===== config.mk =====
export PLATFORM = sky130hd
export DESIGN_NAME = apu_i2s_transmitter
export DESIGN_NICKNAME = d
export VERILOG_FILES = /design/src/rtl/apu_audio_pkg.sv /design/src/rtl/apu_frame_decimator.sv /design/src/rtl/apu_i2s_transmitter.sv
export SDC_FILE = /design/constraint.sdc
export NUM_CORES = 1
export LEC_CHECK = 0
export ABC_CLOCK_PERIOD_IN_PS = 4100
export CORE_UTILIZATION = 49
export CTS_CLUSTER_SIZE = 30
export DETAILED_ROUTE_END_ITERATION = 10
export PLACE_DENSITY_LB_ADDON = 0.05
export SYNTH_ARGS = -nofsm -noshare
export SYNTH_HDL_FRONTEND = slang
export SYNTH_SLANG_ARGS = --single-unit

===== constraint.sdc =====
create_clock -name iClk -period 4.1 [get_ports iClk]
set_input_delay 0.82 -clock iClk [delete_from_list [all_inputs] [get_ports iClk]]
set_output_delay 0.82 -clock iClk [all_outputs]
set_load 0.02 [all_outputs]

===== src/rtl/apu_audio_pkg.sv =====
// Shared constants and helpers for the APU audio output path.
package apu_audio_pkg;

   localparam int I2S_SLOTS = 32;
   localparam int WORD_W = 16;
   localparam logic [WORD_W-1:0] PCM_OFFSET = 16'h8000;

   function automatic logic [WORD_W-1:0] sat16(input logic [31:0] scaled);
      return (scaled > 32'h0000_FFFF) ? 16'hFFFF : scaled[WORD_W-1:0];
   endfunction

endpackage


===== src/rtl/apu_frame_decimator.sv =====
// Box-filter decimator: averages one frame of mixer samples, applies gain,
// saturates and converts to two's-complement PCM.
module apu_frame_decimator
   import apu_audio_pkg::*;
#(
   parameter int FRAME_LOG2 = 9,
   parameter int GAIN_SHIFT = 5
) (
   input  logic              iClk,
   input  logic              iReset,
   input  logic [WORD_W-1:0] iData,
   input  logic              iEnable,
   input  logic              iTerminal,
   output logic [WORD_W-1:0] oNextSample,
   output logic [WORD_W-1:0] oSample,
   output logic              oSampleStrobe
);

   localparam int ACC_W = WORD_W + FRAME_LOG2;

   logic [ACC_W-1:0]  acc;
   logic [ACC_W-1:0]  sum;
   logic [WORD_W-1:0] contrib;
   logic [WORD_W-1:0] avg;
   logic [31:0]       scaled;

   assign contrib     = iEnable ? iData : '0;
   assign sum         = acc + ACC_W'(contrib);
   assign avg         = sum[ACC_W-1:FRAME_LOG2];
   assign scaled      = 32'(avg) << GAIN_SHIFT;
   // Combinational word so the serializer can load it on the terminal edge.
   assign oNextSample = sat16(scaled) ^ PCM_OFFSET;

   always_ff @(posedge iClk) begin
      if (iReset) begin
         acc           <= '0;
         oSample       <= '0;
         oSampleStrobe <= 1'b0;
      end else begin
         oSampleStrobe <= iTerminal;
         if (iTerminal) begin
            acc     <= '0;
            oSample <= oNextSample;
         end else begin
            acc <= sum;
         end
      end
   end

endmodule


===== src/rtl/apu_i2s_transmitter.sv =====
// I2S mono transmitter: frame timing, BCLK/LRCK generation and the serializer,
// fed by the frame decimator.
module apu_i2s_transmitter
   import apu_audio_pkg::*;
#(
   parameter int CLK_DIV_LOG2 = 3,
   parameter int GAIN_SHIFT   = 5
) (
   input  logic              iClk,
   input  logic              iReset,
   input  logic [WORD_W-1:0] iData,
   input  logic              iEnable,
   output logic              oBCLK,
   output logic              oLRCK,
   output logic              oSDATA,
   output logic [WORD_W-1:0] oSample,
   output logic              oSampleStrobe
);

   localparam int FRAME_LOG2 = CLK_DIV_LOG2 + 6;
   localparam int HB_W       = CLK_DIV_LOG2 + 1;
   localparam int SLOT_W     = FRAME_LOG2 - HB_W;
   localparam int CLK_DIV    = 1 << CLK_DIV_LOG2;

   logic [FRAME_LOG2-1:0] fc;
   logic [FRAME_LOG2-1:0] fcNext;
   logic [HB_W-1:0]       hb;
   logic [SLOT_W-1:0]     nextSlot;
   logic                  terminal;
   logic                  riseEvt;
   logic                  fallEvt;
   logic [2*WORD_W-1:0]   shiftReg;
   logic                  heldLsb;
   logic [WORD_W-1:0]     nextSample;

   assign fcNext   = fc + 1'b1;
   assign hb       = fc[HB_W-1:0];
   assign nextSlot = fcNext[FRAME_LOG2-1:HB_W];
   assign terminal = &fc;
   assign riseEvt  = (hb == HB_W'(CLK_DIV - 1));
   assign fallEvt  = &hb;

   apu_frame_decimator #(
      .FRAME_LOG2(FRAME_LOG2),
      .GAIN_SHIFT(GAIN_SHIFT)
   ) uDecimator (
      .iClk         (iClk),
      .iReset       (iReset),
      .iData        (iData),
      .iEnable      (iEnable),
      .iTerminal    (terminal),
      .oNextSample  (nextSample),
      .oSample      (oSample),
      .oSampleStrobe(oSampleStrobe)
   );

   always_ff @(posedge iClk) begin
      if (iReset) begin
         fc       <= '0;
         oBCLK    <= 1'b0;
         oLRCK    <= 1'b0;
         oSDATA   <= 1'b0;
         shiftReg <= '0;
         heldLsb  <= 1'b0;
      end else begin
         fc <= fcNext;
         if (riseEvt) oBCLK <= 1'b1;
         if (fallEvt) begin
            oBCLK <= 1'b0;
            oLRCK <= (nextSlot >= SLOT_W'(I2S_SLOTS / 2));
         end
         // The terminal cycle is also a falling event; loading wins and slot 0
         // carries the outgoing word's LSB (one-bit I2S delay).
         if (terminal) begin
            shiftReg <= {nextSample, nextSample};
            oSDATA   <= heldLsb;
            heldLsb  <= nextSample[0];
         end else if (fallEvt) begin
            oSDATA   <= shiftReg[2*WORD_W-1];
            shiftReg <= {shiftReg[2*WORD_W-2:0], 1'b0};
         end
      end
   end

endmodule


==> run_results.csv <==
group,metric,value,unit
layout,fin_area,4760,µm²
placement,dp_slack,75.7,ps
floorplan,initial_core_util,50.6,%
layout,final_util,58.2,%
route,finalWirelength,8790,µm
critical_path,worstPathCellList,"clkdlybuf4s50_1, buf_4, and2_1, ha_1, and4_1, and2_1, a21bo_2, a31oi_1, a21boi_1, nor4_4, buf_12, a221oi_1",
critical_path,crit_type,"input port to flip-flop",
cts,cts_buffer_depth,2,
critical_path,cpMaxStageDelayCell,"ha_1",
layout,n_fill_cell,748,
worst_hold_path,worstHoldPathType,"flip-flop to flip-flop",
layout,instances_no_fill,595,
layout,drive_gt1_share,7.76,%
power,p_per_area,368,nW/µm²
timing,timing.slew.headroom,38.6,%
logic_synthesis,yosysUniqueCellTypes,56,
cts,cts_hold_buf,0,
placement,port_buffers,38,
critical_path,startpoint_type,"input port",
timing,rsz0062_at_grt,"no",
logic_synthesis,syn_avg_cell_area,9.01,µm²
global_routing,overflow,0,
placement,dp_hpwl,6020,µm
logic_synthesis,synthArstFlopShare,0,%
route,drt_iter0_markers,87,
timing,tightest_slew,920,ps
floorplan,die_h,93.9,µm
cts,cts_resized,0,
critical_path,cp_max_fo,40,
layout,area_growth,15.1,%
logic_synthesis,synthTopCellsByArea,"dfxtp_1 40%, ha_1 5.4%, mux2i_1 5.1%",
layout,fin_nets,523,
route,viasPerCell,5.57,
timing,slew_violations,0,
route,via_count,3312,
layout,seq_area,1640,µm²
timing,max_freq,273,MHz
timing,hold_viol,0,
floorplan,ioPinCount,39,
cts,cts_root_buf,"clkbuf_8",
power,ir_worst_vdd,0.219,mV
placement,post_dp_cell_area,4560,µm²
logic_synthesis,synth_top_area_share,39.7,%
floorplan,die_w,93.9,µm
critical_path,crit_required,4350,ps
logic_synthesis,yosysSeqAreaShare,39.7,%
route,top_layer,"met4",
logic_synthesis,syn-instance-count,459,
cts,clock_sinks,82,
logic_synthesis,syn_area,4140,µm²
power,leakage,1.86,nW
logic_synthesis,synth_edf_count,0,
cts,post-cts-setup-buffers,0,
timing,setup_viol,0,
route,wl_met1,4260,µm
logic_synthesis,synth.ff_latch_count,82,
route,drc_errors,0,
route,wl_met3,217,µm
floorplan,dieArea,8810,µm²
global_routing,grt_pass1_wl,14700,µm
route,ant_nets,0,
placement,dp_cells,579,
placement,place_congestion,0.828,
global_routing,grt_max_degree,58,
cts,cts.clk_slew.worst_paths,90,ps
route,wl_per_cell,14.8,µm
global_routing,grt_pass1_vias,3158,
floorplan,rows,33,
layout,antenna_cells,0,
cts,cts_buffers,9,
logic_synthesis,syn_nets,497,
status,status,"completed",
layout,multi_input_area,2300,µm²
global_routing,track_usage,21.2,%
timing,setup_ws,443,ps
timing,fin_crit,3660,ps
critical_path,crit_path_end_kind,"flip-flop",
timing,finalCritPeriodShare,89.2,%
cts,h-tree-depth,3,
floorplan,core_area,8180,µm²
route,dr_wl_met2,4180,µm
critical_path,crit_arrival,3910,ps
logic_synthesis,yosys_warnings,0,
logic_synthesis,synth_ff_type,"dfxtp_1",
timing,setup_tns,0,ps
timing,finClkSkew,7.09,ps
cts,tritoncts,"done",
logic_synthesis,synth_top_cell_by_area,"dfxtp_1",
cts,clk_latency,340,ps
route,dr.pass1.iters,4,
run,cap_violations,0,
critical_path,critPathMaxStageDelay,450,ps
critical_path,crit_path_frequent_cell,"and2_1",
global_routing,antenna_found_initial,0,
[state kept, by name, summed over array words and instances, names as in the netlist]
name and cells:
shiftReg 32, uDecimator.oSampleStrobe 1, oSDATA 1, oLRCK 1, uDecimator.acc 25, uDecimator.oSample 12, oBCLK 1, fc 9
[cell usage in the layout (no fill, tap or decap), types with 2 or more instances in the layout]
master,Yosys,layout
a211oi_1,15,15
a21boi_1,2,2
a21o_1,4,4
a21oi_1,27,27
a221oi_1,14,14
a221oi_2,5,5
a311oi_1,9,9
a31oi_1,2,2
and2_1,19,19
and3_1,12,12
and4_1,2,2
buf_4,7,9
clkbuf_8,0,9
clkdlybuf4s50_1,0,37
clkinvlp_4,0,2
dfxtp_1,82,82
ha_1,18,18
inv_1,7,7
inv_6,0,2
mux2i_1,21,21
nand2_1,45,45
nand3_1,13,13
nand4_1,2,2
nor2_1,47,47
nor2b_1,6,6
nor3_1,8,8
nor4b_1,2,2
o21a_1,3,3
o21ai_0,2,2
o21ai_1,2,2
o21bai_1,3,3
o22ai_1,2,2
o2bb2ai_1,2,2
o311ai_0,2,2
or3_1,2,2
xnor2_1,19,19
xor2_1,8,8
[logic make-up after synthesis]
logic type               count (synthesis)  synth area share [%]
AND/OR/NAND/NOR                        165                  19.5
AO/OA/AOI/OAI                          104                  19.3
flip-flops                              82                  39.7
buffers and inverters                   41                  4.81
XOR/XNOR                                27                  5.72
multiplexers                            21                  5.08
adder cells (fa/ha/maj)                 19                  5.93
[synth_stat cells (all sizes together) (3+ instances only)]
| cell | instances |
|---|---|
| o21a | 3 |
| xor2 | 8 |
| and3 | 12 |
| o21ai | 4 |
| a21boi | 3 |
| a311oi | 9 |
| inv | 8 |
| o21bai | 3 |
| buf | 13 |
| nor2b | 6 |
| clkbuf | 20 |
| a21oi | 27 |
| a211oi | 17 |
| ha | 18 |
| dfxtp | 82 |
| and2 | 20 |
| nand2 | 45 |
| nor3 | 8 |
| a221oi | 19 |
| nand3 | 13 |
| xnor2 | 19 |
| a21o | 4 |
| mux2i | 21 |
| nor2 | 47 |
[per-layer routing]
metal  vias to the layer above  GRT usage (%)
met3                        12           3.07
met4                         0           7.05
met1                      1572           28.0
met2                        43           35.2
li1                       1685              -
met5                         -              0
[worst max-delay path, delay by kind of cell]
family,cells,cell delay [ps]
compound gates,4,1070
buf+inv,3,840
simple gates,4,710
fa+ha+maj,1,450
[final cells by class]
class / instances / share of cell area (%)
timing repair buffer: 48 / 9.72
sequential: 82 / 34.5
inverter: 8 / 0.631
multi-input combinational: 336 / 48.2
tap: 105 / 2.76
clock buffer: 9 / 2.60
clock inverter: 7 / 1.60
[power by group]
group / switching [mW] / internal [mW]
clock network: 0.310 / 0.286
logic: 0.191 / 0.126
registers: 0.0124 / 0.827
[per-stage QoR]
step	total power, mW	hold WS (ps)
after floorplan	1.08	413
after global placement	1.17	428
after detailed placement	1.17	432
after CTS	1.77	445
after global routing	1.85	464
final	1.75	439
[worst paths after layout]
| path | startpoint | endpoint | slack (ps) | cells after the start |
|---|---|---|---|---|
| worst max-delay path | iEnable | shiftReg[8]$_SDFFE_PP0P_ | 440 | 12 |
| worst min register to register | fc[0]$_SDFF_PP0_ | fc[0]$_SDFF_PP0_ | 440 | 1 |
| worst min-delay path | fc[0]$_SDFF_PP0_ | fc[0]$_SDFF_PP0_ | 440 | 1 |
| worst max register to register | uDecimator.acc[0]$_SDFF_PP0_ | shiftReg[8]$_SDFFE_PP0P_ | 1330 | 11 |
Note: power is estimated with default switching activity, not from simulation.
